===== src/rtl/cva6_uncached_wr_arbiter.sv =====
// cva6_uncached_wr_arbiter
//
// Purpose: shares one single-beat AXI4 write path (AW + W + B) between NumReq
// uncached / non-idempotent store ports. Requests are granted round-robin, one
// at a time. The requester index is prepended to the AXI ID, and B responses
// are routed back by that index. At most MaxOutstanding writes can be
// un-responded at any time.
//
// Optional feature: define UNCACHED_WR_TIMEOUT_EN to build a watchdog. It sets
// the sticky timeout_o flag when no B response arrives for TimeoutCycles-1
// cycles while writes are outstanding. Without the macro, timeout_o is tied 0.
//
// Ports:
//   clk_i, rst_i            clock, synchronous active-high reset
//   req_valid_i/ready_o     per-requester request handshake (ready is a grant pulse)
//   req_addr/data/strb/id_i packed per-requester payload, requester 0 in the LSBs
//   rsp_valid_o/ready_i     per-requester write response handshake
//   rsp_resp_o, rsp_id_o    shared BRESP and requester-local ID
//   aw_*, w_*, b_*          downstream AXI4 write channels (single beat, w_last_o = 1)
//   outstanding_o           current in-flight write count
//   timeout_o               sticky watchdog flag
module cva6_uncached_wr_arbiter #(
  parameter int unsigned NumReq         = 2,
  parameter int unsigned AddrWidth      = 64,
  parameter int unsigned DataWidth      = 64,
  parameter int unsigned InIdWidth      = 4,
  parameter int unsigned OutIdWidth     = InIdWidth + $clog2(NumReq),
  parameter int unsigned MaxOutstanding = 7,
  parameter int unsigned TimeoutCycles  = 1024
) (
  input  logic                              clk_i,
  input  logic                              rst_i,
  input  logic [NumReq-1:0]                 req_valid_i,
  output logic [NumReq-1:0]                 req_ready_o,
  input  logic [NumReq*AddrWidth-1:0]       req_addr_i,
  input  logic [NumReq*DataWidth-1:0]       req_data_i,
  input  logic [NumReq*(DataWidth/8)-1:0]   req_strb_i,
  input  logic [NumReq*InIdWidth-1:0]       req_id_i,
  output logic [NumReq-1:0]                 rsp_valid_o,
  input  logic [NumReq-1:0]                 rsp_ready_i,
  output logic [1:0]                        rsp_resp_o,
  output logic [InIdWidth-1:0]              rsp_id_o,
  output logic                              aw_valid_o,
  input  logic                              aw_ready_i,
  output logic [AddrWidth-1:0]              aw_addr_o,
  output logic [OutIdWidth-1:0]             aw_id_o,
  output logic                              w_valid_o,
  input  logic                              w_ready_i,
  output logic [DataWidth-1:0]              w_data_o,
  output logic [DataWidth/8-1:0]            w_strb_o,
  output logic                              w_last_o,
  input  logic                              b_valid_i,
  output logic                              b_ready_o,
  input  logic [OutIdWidth-1:0]             b_id_i,
  input  logic [1:0]                        b_resp_i,
  output logic [7:0]                        outstanding_o,
  output logic                              timeout_o
);

  localparam int unsigned IdxWidth  = $clog2(NumReq);
  localparam int unsigned StrbWidth = DataWidth / 8;

  typedef enum logic [0:0] {StIdle, StSend} state_e;

  state_e                r_state;
  logic [IdxWidth-1:0]   r_rr_ptr;    // first index to consider on the next grant
  logic [7:0]            r_count;

  logic                  w_grant_found;
  logic [IdxWidth-1:0]   w_grant_idx;
  logic                  w_grant;
  logic [IdxWidth-1:0]   w_rr_next;
  logic [AddrWidth-1:0]  w_sel_addr;
  logic [DataWidth-1:0]  w_sel_data;
  logic [StrbWidth-1:0]  w_sel_strb;
  logic [InIdWidth-1:0]  w_sel_id;
  logic [IdxWidth-1:0]   w_b_idx;
  logic                  w_b_ready;
  logic                  w_b_hs;

  // Round-robin search: first valid requester at or after r_rr_ptr, wrapping.
  always_comb begin
    w_grant_found = 1'b0;
    w_grant_idx   = '0;
    for (int k = 0; k < int'(NumReq); k++) begin
      if (!w_grant_found && req_valid_i[(int'(r_rr_ptr) + k) % int'(NumReq)]) begin
        w_grant_found = 1'b1;
        w_grant_idx   = IdxWidth'((int'(r_rr_ptr) + k) % int'(NumReq));
      end
    end
  end

  // A B handshake in the same cycle does not free a slot for this cycle's grant.
  assign w_grant = !rst_i && (r_state == StIdle) && w_grant_found &&
                   (r_count < 8'(MaxOutstanding));

  assign w_rr_next = (w_grant_idx == IdxWidth'(NumReq - 1)) ? '0
                                                             : w_grant_idx + IdxWidth'(1);

  always_comb begin
    req_ready_o = '0;
    if (w_grant) begin
      req_ready_o[w_grant_idx] = 1'b1;
    end
  end

  // Payload of the winning requester.
  always_comb begin
    w_sel_addr = '0;
    w_sel_data = '0;
    w_sel_strb = '0;
    w_sel_id   = '0;
    for (int i = 0; i < int'(NumReq); i++) begin
      if (w_grant_idx == IdxWidth'(i)) begin
        w_sel_addr = req_addr_i[i*AddrWidth +: AddrWidth];
        w_sel_data = req_data_i[i*DataWidth +: DataWidth];
        w_sel_strb = req_strb_i[i*StrbWidth +: StrbWidth];
        w_sel_id   = req_id_i[i*InIdWidth +: InIdWidth];
      end
    end
  end

  // Request FSM. AW and W valids are registered and drop independently on
  // their own handshakes; the FSM leaves SEND once both have completed.
  always_ff @(posedge clk_i) begin
    if (rst_i) begin
      r_state    <= StIdle;
      r_rr_ptr   <= '0;
      aw_valid_o <= 1'b0;
      w_valid_o  <= 1'b0;
      aw_addr_o  <= '0;
      aw_id_o    <= '0;
      w_data_o   <= '0;
      w_strb_o   <= '0;
    end else begin
      unique case (r_state)
        StIdle: begin
          if (w_grant) begin
            r_state    <= StSend;
            r_rr_ptr   <= w_rr_next;
            aw_valid_o <= 1'b1;
            w_valid_o  <= 1'b1;
            aw_addr_o  <= w_sel_addr;
            aw_id_o    <= {w_grant_idx, w_sel_id};
            w_data_o   <= w_sel_data;
            w_strb_o   <= w_sel_strb;
          end
        end
        StSend: begin
          if (aw_ready_i) begin
            aw_valid_o <= 1'b0;
          end
          if (w_ready_i) begin
            w_valid_o <= 1'b0;
          end
          if ((!aw_valid_o || aw_ready_i) && (!w_valid_o || w_ready_i)) begin
            r_state <= StIdle;
          end
        end
        default: r_state <= StIdle;
      endcase
    end
  end

  assign w_last_o = 1'b1;

  // Response routing. An index with no matching requester is accepted and dropped.
  assign w_b_idx = b_id_i[OutIdWidth-1 -: IdxWidth];

  always_comb begin
    rsp_valid_o = '0;
    w_b_ready   = 1'b1;
    for (int i = 0; i < int'(NumReq); i++) begin
      if (w_b_idx == IdxWidth'(i)) begin
        rsp_valid_o[i] = b_valid_i;
        w_b_ready      = rsp_ready_i[i];
      end
    end
  end

  assign b_ready_o  = w_b_ready;
  assign rsp_id_o   = b_id_i[InIdWidth-1:0];
  assign rsp_resp_o = b_resp_i;
  assign w_b_hs     = b_valid_i && w_b_ready;

  // In-flight counter. A grant and a B handshake in the same cycle cancel out.
  // The counter saturates at zero on a B handshake.
  always_ff @(posedge clk_i) begin
    if (rst_i) begin
      r_count <= '0;
    end else if (w_grant && !w_b_hs) begin
      r_count <= r_count + 8'd1;
    end else if (!w_grant && w_b_hs && (r_count != '0)) begin
      r_count <= r_count - 8'd1;
    end
  end

  assign outstanding_o = r_count;

`ifdef UNCACHED_WR_TIMEOUT_EN
  localparam int unsigned WdWidth = $clog2(TimeoutCycles) + 1;

  logic [WdWidth-1:0] r_wd_cnt;
  logic [WdWidth-1:0] w_wd_next;
  logic               w_wd_clr;
  logic               r_timeout;

  assign w_wd_clr = w_b_hs || (r_count == '0);

  always_comb begin
    w_wd_next = r_wd_cnt;
    if (w_wd_clr) begin
      w_wd_next = '0;
    end else if (r_wd_cnt != WdWidth'(TimeoutCycles - 1)) begin
      w_wd_next = r_wd_cnt + WdWidth'(1);
    end
  end

  // The flag is sticky until reset; it has no effect on flow control.
  always_ff @(posedge clk_i) begin
    if (rst_i) begin
      r_wd_cnt  <= '0;
      r_timeout <= 1'b0;
    end else begin
      r_wd_cnt <= w_wd_next;
      if (!w_wd_clr && (w_wd_next == WdWidth'(TimeoutCycles - 1))) begin
        r_timeout <= 1'b1;
      end
    end
  end

  assign timeout_o = r_timeout;
`else
  assign timeout_o = 1'b0;
`endif

endmodule


===== config.mk =====
export PLATFORM = sky130hd
export DESIGN_NAME = cva6_uncached_wr_arbiter
export DESIGN_NICKNAME = d
export VERILOG_FILES = /design/src/rtl/cva6_uncached_wr_arbiter.sv
export SDC_FILE = /design/constraint.sdc
export NUM_CORES = 1
export LEC_CHECK = 0
export ABC_AREA = 0
export BUFFER_PORTS_ARGS = -buffer_cell sky130_fd_sc_hd__buf_4
export CAP_MARGIN = 10
export CORE_AREA = 8 8 171 173
export CTS_CLUSTER_SIZE = 14
export DETAILED_ROUTE_END_ITERATION = 8
export DIE_AREA = 0 0 179 181
export GPL_TIMING_DRIVEN = 0
export SLEW_MARGIN = 20
export SYNTH_ARGS = -nofsm -noshare
export SYNTH_HDL_FRONTEND = slang
export SYNTH_SLANG_ARGS = --single-unit

===== constraint.sdc =====
create_clock -name clk_i -period 2.7 [get_ports clk_i]
set_input_delay 0.135 -clock clk_i [delete_from_list [all_inputs] [get_ports clk_i]]
set_output_delay 0.135 -clock clk_i [all_outputs]
set_load 0.03 [all_outputs]

==> impl_metrics.toml <==
[clocking]
deepest_level_of_the_cts_h_tree = 4
cts_inserted_buffers = 17
worst_setup_hold_path_clk_slew_ps = 70
cts.sink_count = 153
cts_root_buf = "clkbuf_16"
clock_latency_ps = 420
clock_tree_from_tritoncts = "yes"
clock_path_buffers = 2

[yosys]
synth.yosys.seq_area_share = 0.427
synth.area.top_cells = "dfxtp_1 (43%), mux2i_1 (20%), a211oi_1 (15%)"
ys_seq_elements = 153
synth_top_cell_area_share = 0.427
syn_avg_cell_area_um2 = 9.52
syn-instance-count = 754
synth_top_area_cell = "dfxtp_1"
ys_types = 42
syn_nets = 1057
yosysWarningCount = 0
mappedNetlistArea_um2 = 7170

[worst_hold_path]
worst_hold_path.num_cells = 3
hold_end = "w_data_o[22]"
hold_class = "input port to flip-flop"
hold_path_startpoint = "req_data_i[86]"

[critical_path]
reg2reg_depth = 9
critical_path_peak_fanout = 10
r2r_slack_ps = 150
worst_ep_required_time_ps = 2570
timing.critical_path.from_type = "flip-flop"
crit-reg2reg-launch = "outstanding_o[3]"
crit_arrival_ps = 2420
slowest_stage = "clkdlybuf4s15_2"
critical_path.reg2reg.endpoint = "outstanding_o[6]"
timing.setup.critical_path_class = "flip-flop to output pin"
critical_path.cell_chain = "o21ai_0, clkbuf_2, buf_4, clkdlybuf4s15_2, and3_1, buf_4"
end_kind = "output pin"
crit_top_cell = "buf_4"
cpPeakStageDelay_ps = 530

[route]
antenna_violating_nets_post_route = 0
avgRoutedWirePerCell_um = 20.0
first_iter_violations = 241
num_vias = 7377
detailed_routing_iteration_count_for_the_pre_antenna_repair_pass = 4
via_per_inst = 4.67
drcViolationCount = 0
totalWireLength_mm = 31.6

[global_route]
grt_antenna_before_repair = 0
grt_use_total = 0.185
number_of_global_route_vias_before_repair = 7871
gr-total-overflow = 0
global_route_wire_length_before_repair_mm = 46.3
grt_start_max_net_pins = 17

[final_layout]
fillCellCount = 2667
final_cell_area_um2 = 11700
mostFrequentLayoutCells = "buf_4 (476), dfxtp_1 (153), nor2_1 (147)"
area_growth_pct = 62.6
n_antenna_cell = 0
fin_util = 0.440
final_nets = 1529
share_of_post_route_cells_with_drive_strength_above_1 = 0.432
layout.cells.most_common = "buf_4"

[timing]
unrepaired_setup_endpoints_after_global_routing = "no"
setup-violations-final = 0
tightestPinTransition_ps = 893
worst_slew_margin_rel = 0.405
timing.setup.tns_ps = 0
achievable-frequency_ghz = 0.391
finalHoldViolations = 0
finalClockSkew_ps = 15.2
drv_slew = 0
period_minus_slack_ps = 2560
layout_worst_path_cycle_share = 0.947

[pwr]
leakage_nw = 5.71
comb_power_share = 0.519
power.sequential.fraction = 0.289
clockPowerShare = 0.191
p_total_mw = 12.4
switching_power_mw = 5.41
cellInternalPower_mw = 7.03
netSwitchingFraction = 0.435
power_density_nw_per_um2 = 1070
worst_ir_drop_vdd_mv = 0.386

[run_status]
run_status = "completed"

[place]
gpl.final_weighted_congestion = 0.805
dp_hpwl_mm = 25.8
dpl-instance-area_um2 = 11000
port_buffers = 451

[floorplan]
rows = 60
chipWidth_um = 179
die_h_um = 181
top_level_ports = 460
start_util = 0.271
floorplan.core_area_um2 = 26500
dieArea_um2 = 32400

[run]
drv.max_cap_violation_count = 0
## power by group through the flow
stage	clock network, mW	registers (mW)	logic [mW]
2_1_floorplan	0	5.20	2.35
3_3_place_gp	0	3.61	6.45
3_5_place_dp	0	3.64	6.48
4_1_cts	2.46	3.60	6.54
5_1_grt	2.55	3.71	6.93
6_report	2.38	3.60	6.46
## layer usage
| layer | up-vias | wire length [um] | GRT usage |
|---|---|---|---|
| met5 | - | 0 | 0 |
| met4 | 0 | 468 | 0.0450 |
| met3 | 17 | 2700 | 0.0561 |
| met2 | 314 | 16000 | 0.331 |
| met1 | 3360 | 12500 | 0.210 |
| li1 | 3686 | - | - |
## critical path, delay by kind of cell, from the launching register on
family / cells / cell delay [ps]
flip-flops: 1 / 310
buffers and inverters: 4 / 1300
AO/OA/AOI/OAI: 1 / 160
AND/OR/NAND/NOR: 1 / 250
## layout make-up
| class | instances | area (um^2) | area share |
|---|---|---|---|
| flip-flops and latches | 153 | 3060 | 0.263 |
| clock buffers | 20 | 437 | 0.0374 |
| well taps | 341 | 427 | 0.0366 |
| repair buffers | 454 | 3410 | 0.293 |
| clock inverters | 12 | 141 | 0.0121 |
| inverters | 9 | 33.8 | 0.00290 |
| plain buffers | 73 | 454 | 0.0389 |
| multi-input cells | 518 | 3690 | 0.317 |
## synthesized netlist by cell type
cell,number
or4_1,1
o311ai_0,2
mux2i_1,140
and2_1,2
nor2_1,148
a221oi_1,2
nand2_1,6
clkbuf_1,33
mux2_2,1
or2_1,1
xnor2_1,4
o22ai_1,2
buf_2,8
o21ai_0,3
inv_1,9
fa_1,1
o21bai_1,2
nor4_2,1
o2111ai_1,1
a211oi_1,142
nand4_1,5
nor3_1,4
a21oi_1,13
ha_1,6
a21o_1,4
and3_1,3
or2_2,2
o31ai_1,7
xor2_1,1
buf_1,1
dfxtp_1,153
buf_4,24
a211oi_2,1
o21a_1,2
o211ai_1,1
buf_6,8
nor4_1,1
nor4b_1,1
conb_1,2
o21ai_1,1
a31oi_1,1
nand3_1,4
## sequential cells by signal, indices dropped and copies added, names as in the netlist
name / flops
w_valid_o: 1
outstanding_o: 8
r_state: 1
r_rr_ptr: 1
w_data_o: 64
w_strb_o: 8
aw_valid_o: 1
aw_addr_o: 64
aw_id_o: 5
## how the worst max path moves through the flow
stage,start,end,slack [ps],cells past startpoint
2_1_floorplan,outstanding_o[3],outstanding_o[6],60,9
3_3_place_gp,r_state,outstanding_o[5],-260,10
3_5_place_dp,r_rr_ptr,w_data_o[48],-330,6
4_1_cts,r_state,outstanding_o[6],20,10
5_1_grt,outstanding_o[3],outstanding_o[6],20,9
6_report,r_rr_ptr,req_ready_o[0],140,6
## per-stage QoR
stage / setup WS (ps) / hold slack (ps) / instances
5_1_grt: 18.8 / 44.0 / 1580
2_1_floorplan: 60.5 / 251 / 754
3_5_place_dp: -327 / 355 / 1546
6_report: 143 / 62.2 / 1580
4_1_cts: 22.1 / 44.2 / 1580
3_3_place_gp: -261 / 350 / 1546
## what timing repair did
item,4_1_cts,5_1_grt
setup endpoints to repair,32,7
hold buffers,2,0
endpoints found under the hold margin,2,0
buffers inserted,0,1
resized for setup,12,4
pin swaps,0,2
## logic make-up after synthesis
family,after synthesis,synth area share
flip-flops,153,0.427
other,2,0.00105
adder cells (fa/ha/maj),7,0.0133
buffers and inverters,83,0.0657
AND/OR/NAND/NOR,179,0.102
multiplexers,141,0.197
AO/OA/AOI/OAI,184,0.188
XOR/XNOR,5,0.00610
(Power assumes the default switching activity.)
